===== src/rtl/mole_scheduler.sv =====
// Whack-a-mole round scheduler: latches the level at start, then alternates
// gap and raised-mole phases, reporting hit/miss pulses and a saturating hit count.
module mole_scheduler #(
  parameter int TICK_DIV  = 50_000_000,
  parameter int GAP_TICKS = 2,
  parameter int UP_T1     = 8,
  parameter int UP_T2     = 5,
  parameter int UP_T3     = 3
) (
  input  logic       clk,
  input  logic       rst_n,
  input  logic       start,
  input  logic       stop,
  input  logic [1:0] level,
  input  logic [3:0] btn,
  output logic [3:0] mole_active,
  output logic       hit,
  output logic       miss,
  output logic [7:0] hits,
  output logic       busy,
  output logic [1:0] dbg_state,
  output logic [7:0] dbg_lfsr
);

  localparam int DIV_W = $clog2(TICK_DIV);
  localparam logic [DIV_W-1:0] DIV_LAST = DIV_W'(TICK_DIV - 1);

  localparam logic [1:0] S_IDLE = 2'd0;
  localparam logic [1:0] S_GAP  = 2'd1;
  localparam logic [1:0] S_UP   = 2'd2;

  logic [1:0]       state;
  logic [1:0]       lvl_q;
  logic [7:0]       cnt;
  logic [DIV_W-1:0] div;
  logic [7:0]       lfsr;
  logic             tick;
  logic             lfsr_fb;
  logic             whack;
  logic [7:0]       up_ticks;
  logic [3:0]       next_mole;

  assign tick      = (div == DIV_LAST);
  assign lfsr_fb   = lfsr[7] ^ lfsr[5] ^ lfsr[4] ^ lfsr[3];
  assign whack     = |(btn & mole_active);
  assign next_mole = 4'b0001 << lfsr[1:0];
  assign busy      = (state != S_IDLE);
  assign dbg_state = state;
  assign dbg_lfsr  = lfsr;

  always_comb begin
    up_ticks = 8'(UP_T1);
    case (lvl_q)
      2'b10:   up_ticks = 8'(UP_T2);
      2'b11:   up_ticks = 8'(UP_T3);
      default: up_ticks = 8'(UP_T1);
    endcase
  end

  // start/stop/btn are single-cycle pulses sampled on the rising edge; there is
  // no backpressure, so every accepted pulse acts immediately on the next state.
  always_ff @(posedge clk or negedge rst_n) begin
    if (!rst_n) begin
      state       <= S_IDLE;
      lvl_q       <= 2'b00;
      cnt         <= 8'd0;
      div         <= '0;
      lfsr        <= 8'hA5;
      mole_active <= 4'b0000;
      hit         <= 1'b0;
      miss        <= 1'b0;
      hits        <= 8'd0;
    end else begin
      lfsr <= {lfsr[6:0], lfsr_fb};
      hit  <= 1'b0;
      miss <= 1'b0;
      if (stop) begin
        state       <= S_IDLE;
        mole_active <= 4'b0000;
        cnt         <= 8'd0;
        div         <= '0;
      end else begin
        case (state)
          S_IDLE: begin
            if (start && (level != 2'b00)) begin
              lvl_q <= level;
              hits  <= 8'd0;
              cnt   <= 8'(GAP_TICKS);
              div   <= '0;
              state <= S_GAP;
            end
          end
          S_GAP: begin
            if (tick) begin
              div <= '0;
              if (cnt == 8'd1) begin
                mole_active <= next_mole;
                cnt         <= up_ticks;
                state       <= S_UP;
              end else begin
                cnt <= cnt - 8'd1;
              end
            end else begin
              div <= div + 1'b1;
            end
          end
          S_UP: begin
            // A correct whack outranks expiry landing on the same edge.
            if (whack) begin
              hit         <= 1'b1;
              hits        <= (hits == 8'hFF) ? hits : hits + 8'd1;
              mole_active <= 4'b0000;
              cnt         <= 8'(GAP_TICKS);
              div         <= '0;
              state       <= S_GAP;
            end else if (tick && (cnt == 8'd1)) begin
              miss        <= 1'b1;
              mole_active <= 4'b0000;
              cnt         <= 8'(GAP_TICKS);
              div         <= '0;
              state       <= S_GAP;
            end else if (tick) begin
              cnt <= cnt - 8'd1;
              div <= '0;
            end else begin
              div <= div + 1'b1;
            end
          end
          default: begin
            state       <= S_IDLE;
            mole_active <= 4'b0000;
            div         <= '0;
          end
        endcase
      end
    end
  end

endmodule


===== config.mk =====
export PLATFORM = sky130hd
export DESIGN_NAME = mole_scheduler
export DESIGN_NICKNAME = d
export VERILOG_FILES = /design/src/rtl/mole_scheduler.sv
export SDC_FILE = /design/constraint.sdc
export NUM_CORES = 1
export LEC_CHECK = 0
export ABC_AREA = 1
export BUFFER_PORTS_ARGS = -buffer_cell sky130_fd_sc_hd__clkbuf_2
export CAP_MARGIN = 5
export CORE_MARGIN = 4
export CORE_UTILIZATION = 55
export CTS_CLUSTER_DIAMETER = 100
export CTS_CLUSTER_SIZE = 10
export DETAILED_ROUTE_END_ITERATION = 10
export PLACE_DENSITY = 0.76
export SETUP_SLACK_MARGIN = 0.5
export SYNTH_ARGS = -nofsm -noshare
export SYNTH_HDL_FRONTEND = slang
export SYNTH_SLANG_ARGS = --single-unit

===== constraint.sdc =====
create_clock -name clk -period 2.95 [get_ports clk]
set_clock_uncertainty 0.05 [all_clocks]
set_input_delay 0.59 -clock clk [delete_from_list [all_inputs] [get_ports clk]]
set_output_delay 0.59 -clock clk [all_outputs]
set_load 0.05 [all_outputs]

After elaboration in Yosys (flattened, before gate mapping)
Index checks and enable logic that the tools add are counted.
{"block": "totals", "ff_bits": 60, "inputBits": 10, "output_inout_bits": 25, "wordCells": 86}
{"block": "classes", "n_addsub": 3, "n_eq_ne": 16, "shift": 1, "n_mux": 39, "bitwise": 5, "reduce_logical": 13}
{"op": "$mux 26", "n": 5}
{"op": "$mux 8", "n": 10}
{"op": "$pmux 26 s3", "n": 1}
{"op": "$add 26x1->26 const B", "n": 1}
{"op": "$eq 26x26->1 const B", "n": 1}
{"op": "$pmux 8 s3", "n": 1}
{"op": "$mux 4", "n": 5}
{"op": "$pmux 8 s2", "n": 1}
{"op": "$mux 2", "n": 6}
{"op": "$pmux 4 s3", "n": 1}
{"op": "$reduce_and 4->1", "n": 3}
{"op": "$ne 3x3->1 const B", "n": 3}
{"op": "$add 8x1->8 const B", "n": 1}
{"op": "$eq 8x1->1 const B", "n": 1}
{"op": "$eq 8x8->1 const B", "n": 1}
{"op": "$ne 2x2->1 const B", "n": 4}
{"op": "$pmux 4 s2", "n": 1}
{"op": "$sub 8x1->8 const B", "n": 1}
{"op": "$mux 1", "n": 7}
{"op": "$eq 2x2->1 const B", "n": 3}
{"op": "$pmux 2 s3", "n": 1}
{"op": "$reduce_bool 2->1", "n": 3}
{"op": "$ne 5x5->1 const B", "n": 1}
{"op": "$reduce_and 5->1", "n": 1}
{"op": "other kinds (11)", "n": 14}

Logic depth before layout (Yosys ltp)
{"block": "logic_depth", "depth_word": 6, "mapped_depth": 12, "mapped_depth_nobuf": 12}

Least setup slack after synthesis
No wires, ideal clock.
{"block": "synth_path", "path_type": "reg2reg", "startpoint": "register state[0], in the netlist dbg_state[0]", "endpoint": "register div[6]", "setup_ns": 0.078, "arrival_time_ns": 2.206, "required_time_ns": 2.822, "setup_slack_ns": 0.617, "stages_incl_launch_ff": 11, "path_buffers": 1, "period_less_slack_ns": 2.333, "path_cell_list": "dfrtp_1 inv_1 ha_1 inv_1 nor2_1 nand2_1 buf_2 nand3_1 nor2_1 a21oi_1 a21oi_1"}
{"block": "synth_between", "elab_chain_cells": 3, "word_cells_on_any_way": 6, "classes_between": "eq/ne: 3; mux: 2; reduce/logical: 1"}
{"element": "start, declared", "line_no": "32", "rtl": "logic [1:0] state;"}
{"element": "start signal, assigned", "line_no": "64", "rtl": "state <= S_IDLE;"}
{"element": "start signal, assigned", "line_no": "78", "rtl": "state <= S_IDLE;"}
{"element": "start signal, assigned", "line_no": "90", "rtl": "state <= S_GAP;"}
{"element": "$eq 2x2->1 (tied with other cells)", "line_no": "83", "rtl": "case (state)"}
{"element": "$pmux 26 s3", "line_no": "83"}
{"element": "$mux 26", "line_no": "77", "rtl": "if (stop) begin"}
{"element": "end signal, assigned", "line_no": "104", "rtl": "div <= div + 1'b1;"}
{"element": "end signal, assigned", "line_no": "126", "rtl": "div <= div + 1'b1;"}
{"element": "end, declared", "line_no": "35", "rtl": "logic [DIV_W-1:0] div;"}
Parallel ways exist; a longest one is shown, timed or not.
A chain may end at the register's enable or synchronous reset.

Final worst setup path
{"block": "layout_path", "startpoint": "register state[0], in the netlist dbg_state[0]", "endpoint": "register div[23]"}
The elaborated chain is that of the path after synthesis.

==> impl_metrics.ini <==
[cells_and_area]
final_cell_mix = nand2_1, inv_1, dfrtp_1, nor2_1, nand3_1
drive_gt1_share_pct = 17.5
final_common_cell = nand2_1
stdcell_count = 589
stdcell_area_sq_um = 4030
area_growth_pct = 15.0
insertedDiodeCount = 0
nets = 526

[die]
row_count = 28
core-area_sq_um = 6060
die_w_um = 87.8
initial_utilization_pct = 57.8
die_h_um = 87.8
io_pins = 35
fp.dieArea_sq_um = 7710

[global_route]
grt_first_pass_wirelength_um = 14100
grt_start_max_net_pins = 36
antenna_found_initial = 0
grt_pass1_vias = 3168
grt_overflow = 0
grt.total_usage_pct = 23.5

[detailed_routing]
drt_iter0_drc = 181
final_antenna_net_count = 0
drt_pass1_iterations = 4
num_vias = 3166
drc = 0
viasPerCell = 5.38
drt-total-wl_um = 8110
wl_per_cell_um = 13.8

[synth]
syn_nets = 482
synth_warnings = 0
synth-seq-cells = 60
avgSynthCellArea_sq_um = 7.53
syn-cell-area_sq_um = 3500
seq_area_frac_synth_pct = 43.0
netlist_instances = 465
synth_cell_types = 31

[worst_setup_path]
slowest_delay_ns = 0.43
end_kind = flip-flop
worst_r2r_startpoint = dbg_state[0]$_DFFE_PN0P_
path_max_fanout = 25
rrSetupSlack_ns = 0.85
crit_chain = inv_1 > ha_1 > inv_1 > nor2_1 > nand2_1 > buf_4 > inv_1 > nor2_2 > nand2_1 > o21ai_0 > a21oi_1
critPathSlowestCell = dfrtp_1
crit_required_ns = 3.13
worstPathArrival_ns = 2.28
r2r-end = div[23]$_DFFE_PN0N_
startpoint_type = flip-flop
ff2ff_path_depth = 11
path_class = reg2reg
cpMostUsedCell = inv_1

[power]
power_density_nw_per_um2 = 735
p_leak_nw = 1.94
peakVddDrop_mv = 0.622

[clock_tree]
cts_buffer_depth = 2
post_cts_resized = 0
cts_setup_buffers = 0
clk_latency_ns = 0.34
clkSinkCount = 60
cts.clk_slew.worst_paths_ns = 0.08
tritoncts = built
htreeDepth = 3
holdBufCountCts = 0
clockRootBuffer = clkbuf_8
numCtsBuffers = 9

[sta]
fmax_mhz = 477
final-max-slew-violation-count = 0
setup_viol = 0
rsz0062_at_grt = false
fin_setup_tns_ns = 0
period_needed_ns = 2.10
fin_crit_sh_pct = 71.1
relSlewSlack_pct = 55.3
fin_ws_ns = 0.852
worst_pin_slew_ns = 0.670
finalHoldViolations = 0

[placed_design]
placed_cells = 573
dp_hpwl_um = 5990
dpl-instance-area_sq_um = 3780
port_buffers = 34
gp_congestion = 0.900
post-place-ws_ns = 0.770

[flow_run]
cap_viol_max_count = 0

[hold_path]
hold_class = in2async

[status]
status = finished, final reports clean
[power breakdown]
| group | switching, mW | internal (mW) | total [mW] | leakage, nW |
|---|---|---|---|---|
| sequential | 0.0858 | 0.908 | 0.993 | 0.811 |
| clock | 0.366 | 0.567 | 0.932 | 0.120 |
| combinational | 0.726 | 0.307 | 1.03 | 1.01 |
| total | 1.18 | 1.78 | 2.96 | 1.94 |
[sequential cells by signal, indices dropped and copies added, names as in the netlist, 2 cells and up]
name and flops:
cnt 8, dbg_lfsr 8, dbg_state 2, div 26, hits 8, lvl_q 2, mole_active 4
[Yosys cell counts (all sizes together)]
cell type	instances	area (sq um)
nand2	123	487
a21boi	1	7.51
o31ai	3	22.5
o21a	1	7.51
clkbuf	1	3.75
o211ai	2	20.0
ha	7	87.6
o22ai	5	31.3
xnor2	5	43.8
nand3	40	228
dfstp	4	105
xor2	12	105
dfrtp	56	1400
a21oi	24	120
nor3b	4	40.0
buf	2	10.0
nand4	10	62.6
nor2	55	254
o21bai	2	15.0
o21ai	23	115
inv	73	274
nor3	12	60.1
[logic make-up after synthesis]
group | share of synthesized area, %
AOI/OAI and AO/OA | 9.69
buffers and inverters | 8.22
DFF | 43.0
xor gates and xnor gates | 4.25
adders and majority gates | 2.50
and+or+nand+nor | 32.3
[how the worst max path moves through the flow]
stage,slack (ns),from,endpoint,cells after the start
floorplan,0.62,dbg_state[0]$_DFFE_PN0P_,div[6]$_DFFE_PN0N_,10
global placement,0.80,btn[2],div[19]$_DFFE_PN0N_,10
detailed placement,0.77,btn[2],div[19]$_DFFE_PN0N_,10
CTS,0.85,dbg_state[0]$_DFFE_PN0P_,busy,4
global route,0.65,dbg_state[0]$_DFFE_PN0P_,div[23]$_DFFE_PN0N_,11
finish,0.85,dbg_state[0]$_DFFE_PN0P_,div[23]$_DFFE_PN0N_,11
[routing by layer]
layer	vias to the layer above	global-route usage, %	share of wire (%)
met4	0	7.25	1.1
met2	74	37.9	48
met3	9	6.59	4.3
met1	1506	30.8	46
met5	-	0	0
li1	1577	-	-
[final cells by class]
type	count	area (sq um)
repair buffers	36	198
clock inverters	7	124
well taps	75	93.8
flip-flops and latches	60	1510
inverters	73	274
multi-input cells	329	1710
clock buffers	9	124
fillers	529	2030
[critical path: cells and delay by family, from the launching register on]
kind                     cells  cell delay (ns)
buffers and inverters        4             0.69
flip-flops                   1             0.43
AND/OR/NAND/NOR              4             0.41
AO/OA/AOI/OAI                2             0.22
adder cells (fa/ha/maj)      1             0.19
[through the flow]
| stage | hold slack, ns | power (mW) | util [%] |
|---|---|---|---|
| 3_3_place_gp | 0.318 | 2.01 | 62.3 |
| 6_report | 0.219 | 2.96 | 66.4 |
| 5_1_grt | 0.254 | 3.15 | 66.4 |
| 3_5_place_dp | 0.314 | 2.03 | 62.3 |
| 4_1_cts | 0.232 | 2.97 | 66.4 |
| 2_1_floorplan | 0.244 | 1.78 | - |
Note: power is estimated with default switching activity, not from simulation.
